**src/rtl/psum_drain.sv**
```systemverilog
// -----------------------------------------------------------------------------
// psum_drain
//
// Drain stage behind the three-lane add cell. It sums a programmable number of
// consecutive partial-sum vectors per lane, buffers each finished triple in a
// small FIFO, and sends the buffered triples out one lane at a time on a
// single 32-bit stream.
//
// Parameters
//   DEPTH      FIFO capacity in result triples (power of two, >= 2)
//
// Ports
//   clk        clock; all state changes on the rising edge
//   rst_n      asynchronous active-low reset
//   psum_in_0  lane 0 partial sum
//   psum_in_1  lane 1 partial sum
//   psum_in_2  lane 2 partial sum
//   psum_vld   all three lanes valid this cycle (no backpressure upstream)
//   acc_len    vectors per group, sampled at group start; 0 means 16
//   clr        synchronous abort of the group in progress (FIFO untouched)
//   out_data   serialized result word
//   out_lane   lane index of out_data
//   out_last   high on the lane 2 beat
//   out_valid  out_data valid
//   out_ready  sink accepts the beat
//   fifo_cnt   triples currently buffered
//   ovf        sticky: a finished triple was dropped; cleared only by reset
//
// Output handshake: a beat transfers on a rising edge where out_valid and
// out_ready are both high. Once out_valid is raised, out_data, out_lane and
// out_last hold constant until that transfer happens; out_valid only falls
// after a transfer (or on reset). out_ready may change freely.
// -----------------------------------------------------------------------------
module psum_drain #(
    parameter int DEPTH = 4
) (
    input  logic                       clk,
    input  logic                       rst_n,
    input  logic [31:0]                psum_in_0,
    input  logic [31:0]                psum_in_1,
    input  logic [31:0]                psum_in_2,
    input  logic                       psum_vld,
    input  logic [3:0]                 acc_len,
    input  logic                       clr,
    output logic [31:0]                out_data,
    output logic [1:0]                 out_lane,
    output logic                       out_last,
    output logic                       out_valid,
    input  logic                       out_ready,
    output logic [$clog2(DEPTH+1)-1:0] fifo_cnt,
    output logic                       ovf
);

    localparam int PW = $clog2(DEPTH);
    localparam int CW = $clog2(DEPTH+1);

    // ------------------------------------------------------------------
    // Accumulator
    // ------------------------------------------------------------------
    logic [3:0]        cnt;
    logic [4:0]        len_q;
    logic [2:0][31:0]  acc;
    logic [2:0][31:0]  psum;
    logic [2:0][31:0]  sum;
    logic [4:0]        len_eff;
    logic [4:0]        cur_len;
    logic              take;
    logic              done;

    assign psum = {psum_in_2, psum_in_1, psum_in_0};

    always_comb begin
        len_eff = (acc_len == 4'd0) ? 5'd16 : {1'b0, acc_len};
        // The first vector of a group decides the group length.
        cur_len = (cnt == 4'd0) ? len_eff : len_q;
        take    = psum_vld && !clr;
        done    = take && (({1'b0, cnt} + 5'd1) == cur_len);
        for (int i = 0; i < 3; i++) begin
            sum[i] = (cnt == 4'd0) ? psum[i] : acc[i] + psum[i];
        end
    end

    always_ff @(posedge clk or negedge rst_n) begin
        if (!rst_n) begin
            cnt   <= 4'd0;
            len_q <= 5'd1;
            acc   <= '0;
        end else if (clr) begin
            cnt <= 4'd0;
        end else if (psum_vld) begin
            if (cnt == 4'd0) begin
                len_q <= len_eff;
            end
            // The finished sum goes straight to the FIFO; acc is left stale
            // because the next group reloads it from its first vector.
            if (done) begin
                cnt <= 4'd0;
            end else begin
                cnt <= cnt + 4'd1;
                acc <= sum;
            end
        end
    end

    // ------------------------------------------------------------------
    // Result FIFO
    // ------------------------------------------------------------------
    typedef enum logic [1:0] {
        IDLE  = 2'd0,
        LANE0 = 2'd1,
        LANE1 = 2'd2,
        LANE2 = 2'd3
    } state_t;

    state_t            state;
    logic [2:0][31:0]  mem [DEPTH];
    logic [PW-1:0]     wr_ptr;
    logic [PW-1:0]     rd_ptr;
    logic [CW-1:0]     count;
    logic [CW-1:0]     count_nxt;
    logic              full;
    logic              pop;
    logic              push_ok;
    logic              drop;

    always_comb begin
        pop  = (state == LANE2) && out_ready;
        full = (count == CW'(DEPTH));
        // A pop on the same edge frees the slot, so a full FIFO still accepts.
        push_ok = done && (!full || pop);
        drop    = done && full && !pop;
        case ({push_ok, pop})
            2'b10:   count_nxt = count + CW'(1);
            2'b01:   count_nxt = count - CW'(1);
            default: count_nxt = count;
        endcase
    end

    always_ff @(posedge clk) begin
        if (push_ok) begin
            mem[wr_ptr] <= sum;
        end
    end

    always_ff @(posedge clk or negedge rst_n) begin
        if (!rst_n) begin
            wr_ptr <= '0;
            rd_ptr <= '0;
            count  <= '0;
            ovf    <= 1'b0;
        end else begin
            if (push_ok) begin
                wr_ptr <= wr_ptr + PW'(1);
            end
            if (pop) begin
                rd_ptr <= rd_ptr + PW'(1);
            end
            count <= count_nxt;
            if (drop) begin
                ovf <= 1'b1;
            end
        end
    end

    assign fifo_cnt = count;

    // ------------------------------------------------------------------
    // Serializer FSM (state and beat qualifiers registered together)
    // ------------------------------------------------------------------
    always_ff @(posedge clk or negedge rst_n) begin
        if (!rst_n) begin
            state     <= IDLE;
            out_valid <= 1'b0;
            out_lane  <= 2'd0;
            out_last  <= 1'b0;
        end else begin
            case (state)
                IDLE: begin
                    if (count != '0) begin
                        state     <= LANE0;
                        out_valid <= 1'b1;
                        out_lane  <= 2'd0;
                        out_last  <= 1'b0;
                    end
                end
                LANE0: begin
                    if (out_ready) begin
                        state    <= LANE1;
                        out_lane <= 2'd1;
                    end
                end
                LANE1: begin
                    if (out_ready) begin
                        state    <= LANE2;
                        out_lane <= 2'd2;
                        out_last <= 1'b1;
                    end
                end
                LANE2: begin
                    if (out_ready) begin
                        out_lane <= 2'd0;
                        out_last <= 1'b0;
                        // Chain straight into the next triple when one is left.
                        if (count_nxt != '0) begin
                            state <= LANE0;
                        end else begin
                            state     <= IDLE;
                            out_valid <= 1'b0;
                        end
                    end
                end
                default: begin
                    state     <= IDLE;
                    out_valid <= 1'b0;
                    out_lane  <= 2'd0;
                    out_last  <= 1'b0;
                end
            endcase
        end
    end

    // The head entry cannot change while a triple is being sent: pops only
    // happen on the lane 2 transfer, and a write into the head slot (full
    // FIFO) is only accepted on that same edge.
    always_comb begin
        case (state)
            LANE0:   out_data = mem[rd_ptr][0];
            LANE1:   out_data = mem[rd_ptr][1];
            LANE2:   out_data = mem[rd_ptr][2];
            default: out_data = 32'd0;
        endcase
    end

endmodule

```
**config.mk**
```make
export PLATFORM = sky130hd
export DESIGN_NAME = psum_drain
export DESIGN_NICKNAME = d
export VERILOG_FILES = /design/src/rtl/psum_drain.sv
export SDC_FILE = /design/constraint.sdc
export NUM_CORES = 1
export LEC_CHECK = 0
export CAP_MARGIN = 20
export CORE_MARGIN = 5
export CORE_UTILIZATION = 50
export DETAILED_ROUTE_END_ITERATION = 12
export PLACE_DENSITY = 0.69
export SETUP_SLACK_MARGIN = 0.05
export SYNTH_ARGS = -nofsm -noshare
export SYNTH_HDL_FRONTEND = slang
export SYNTH_SLANG_ARGS = --single-unit
```
**constraint.sdc**
```tcl
create_clock -name clk -period 5.8 [get_ports clk]
set_input_delay 1.16 -clock clk [delete_from_list [all_inputs] [get_ports clk]]
set_output_delay 1.16 -clock clk [all_outputs]
set_load 0.03 [all_outputs]
```
==> results.json <==
{
  "drtAntennaViolNets": 0,
  "syn2layout_area_growth_pct": 16.5,
  "fill_cells": 3956,
  "cts_buffer_depth": 3,
  "synthDistinctLibCells": 71,
  "setup_viol": 0,
  "ys_top_cells_by_area": "edfxtp_1 46%, dfrtp_1 12%, mux4_2 8.6%, ha_1 5.2%, mux2_2 3.4%",
  "crit_type": "flop to output pin",
  "dieArea_sq_um": 54600,
  "synth_flop_cell": "edfxtp_1",
  "cts_buffers": 52,
  "clock_latency_ns": 0.59,
  "synth_edf_count": 384,
  "slew_viol_final": 0,
  "fp.dieW_um": 234,
  "synth.most_common_cell": "edfxtp_1",
  "avgViaCountPerCell": 5.94,
  "p_leak_nw": 10.7,
  "grt_pass1_wl_um": 95900,
  "grt_max_degree": 72,
  "avgSynthCellArea_sq_um": 13.2,
  "holdBufCountCts": 0,
  "powerDensity_nw_per_um2": 525,
  "cts_tree": "built",
  "gp_congestion": 0.908,
  "start_util_pct": 50.2,
  "ys_seq_area_share_pct": 58.0,
  "vias": 16400,
  "synthTopCellsByCount": "384 x edfxtp_1, 209 x nand2_1, 145 x a21oi_1, 131 x nor2_1, 118 x dfrtp_1",
  "grt_pass1_vias": 16600,
  "slew_headroom_pct": 17.9,
  "htree_levels": 2,
  "cp_max_fo": 35,
  "dr.pass1.iters": 5,
  "layout.nets": 2257,
  "cap_violations": 0,
  "async_flop_share_pct": 23.7,
  "dp.cells": 2662,
  "worst_slew_pin_slew_ns": 1.22,
  "fp-row-count": 82,
  "finalCritPeriodShare_pct": 83.5,
  "synth_top_area_share_pct": 46.1,
  "fmax_mhz": 206,
  "hold_class": "flop to flop",
  "fin_setup_tns_ns": 0,
  "cts_setup_buffers": 0,
  "status": "completed",
  "end_kind": "output pin",
  "critical_path_arrival_ns": 3.68,
  "vdd_ir_drop_max_uv": 389,
  "total_power_mw": 15.3,
  "cts_root_buffer": "clkbuf_16",
  "hpwlAfterDp_um": 42400,
  "yosysWarnings": 0,
  "skew_ns": 0.0134,
  "whs_path_depth": 1,
  "hold_viol": 0,
  "start_kind": "flop",
  "coreArea_sq_um": 49900,
  "track_usage_pct": 22.8,
  "numClockSinks": 503,
  "synth_area_sq_um": 25000,
  "fin_crit_ns": 4.84,
  "ctsResizeCount": 0,
  "clk_pin_slew_worst_paths_ns": 0.06,
  "portBuffers": 144,
  "gr-total-overflow": 0,
  "avgRoutedWirePerCell_um": 22.5,
  "ios": 145,
  "postSynthCellCount": 1892,
  "rsz0062_at_grt": "no",
  "reg2reg_depth": 10,
  "antenna_found_initial": 2,
  "synth_area_leader_cell": "edfxtp_1",
  "drt_iter0_markers": 1386,
  "worstPathRequired_ns": 4.64,
  "wirelength_um": 62100,
  "final_cells": 2760,
  "drc_errors": 0,
  "synth_nets": 2105,
  "synth.ff_latch_count": 503,
  "die_y_um": 234,
  "drive_gt1_share_pct": 15.3
}
==> routing by layer <==
| layer | GRT usage, % | part of all wire (%) | up-vias |
|---|---|---|---|
| met2 | 37.1 | 47 | 527 |
| met3 | 3.16 | 6.0 | 100 |
| li1 | - | - | 7504 |
| met1 | 32.4 | 44 | 8276 |
| met5 | 0 | 0 | - |
| met4 | 6.64 | 2.5 | 0 |
==> sequential cells by signal, indices dropped and copies added (netlist names) <==
register	cells
acc	96
cnt	4
fifo_cnt	3
len_q	5
mem	384
out_lane	2
out_last	1
out_valid	1
ovf	1
rd_ptr	2
state	2
wr_ptr	2
==> cell usage in the layout, fill, tap and decap left out, types with 6 or more instances in the layout <==
cell               n
a211oi_1          11
a21o_1            39
a21oi_1          145
a22oi_1           32
a31oi_1           10
and3_1            11
buf_12             8
buf_4             30
bufinv_16          8
clkbuf_16         53
clkdlybuf4s50_1  143
clkinv_2          11
clkinv_4           6
dfrtp_1          116
edfxtp_1         384
ha_1             102
inv_1             37
mux2_1            10
mux2_2            76
mux2i_1           15
mux4_2            96
nand2_1          209
nand2b_1          14
nand3_1           21
nand4_1           16
nor2_1           131
nor2b_1           14
nor3_1            25
o211ai_1           7
o21a_1            14
o21ai_0           73
o21bai_1          10
o31ai_1           10
or3_1              8
xnor2_1           55
xor2_1            32
==> area by class of cell <==
cell class / instances / area [sq um] / share of cell area [%]
antenna: 2 / 5.00 / 0.0172
clock buffer: 59 / 1360 / 4.66
clock inverter: 37 / 429 / 1.47
inverter: 37 / 139 / 0.476
multi-input combinational: 1268 / 10000 / 34.4
sequential: 503 / 14500 / 49.8
tap: 672 / 841 / 2.88
timing repair buffer: 182 / 1830 / 6.27
==> through the flow <==
step	setup WS, ns	hold WS, ns	utilization (%)	cell area [sq um]
final	0.957	0.471	58.5	29200
after global routing	0.722	0.511	58.5	29200
after CTS	0.847	0.476	58.5	29200
after detailed placement	0.561	0.462	54.9	27400
after global placement	0.700	0.464	54.9	27400
after floorplan	0.543	0.450	-	25000
==> path summary, 6_finish.rpt <==
| check | from | endpoint | slack [ns] |
|---|---|---|---|
| worst max register to register | cnt[0]$_DFFE_PN0P_ | mem[0][44]$_DFFE_PP_ | 1.53 |
| worst max-delay path | rd_ptr[0]$_DFFE_PN0P_ | out_data[8] | 0.96 |
| worst min-delay path | ovf$_DFFE_PN0P_ | ovf$_DFFE_PN0P_ | 0.47 |
| min in group asynchronous | rst_n | acc[49]$_DFFE_PN0P_ | 0.56 |
| max in group asynchronous | rst_n | acc[71]$_DFFE_PN0P_ | 4.12 |
| worst min register to register | ovf$_DFFE_PN0P_ | ovf$_DFFE_PN0P_ | 0.47 |
==> report_power, final <==
part	internal [mW]	total [mW]	switching, mW
logic	2.85	6.74	3.89
clock network	2.06	3.50	1.44
registers	4.65	5.07	0.426
==> cells by family after synthesis <==
| group | Yosys count | share of synthesized area [%] |
|---|---|---|
| AOI/OAI and AO/OA | 389 | 9.59 |
| xor gates and xnor gates | 87 | 3.04 |
| adders and majority gates | 108 | 5.52 |
| buffers and inverters | 121 | 1.97 |
| DFF | 503 | 58.0 |
| muxes | 197 | 13.1 |
| and+or+nand+nor | 487 | 8.79 |
==> worst max-delay path, stage by stage (launching register included) <==
cell	delay, ns
dfrtp_4	0.91
buf_4	0.50
mux4_2	0.57
a22oi_1	0.23
a21oi_1	0.16
clkdlybuf4s50_1	0.66
Power figures use the tool's default switching activity.
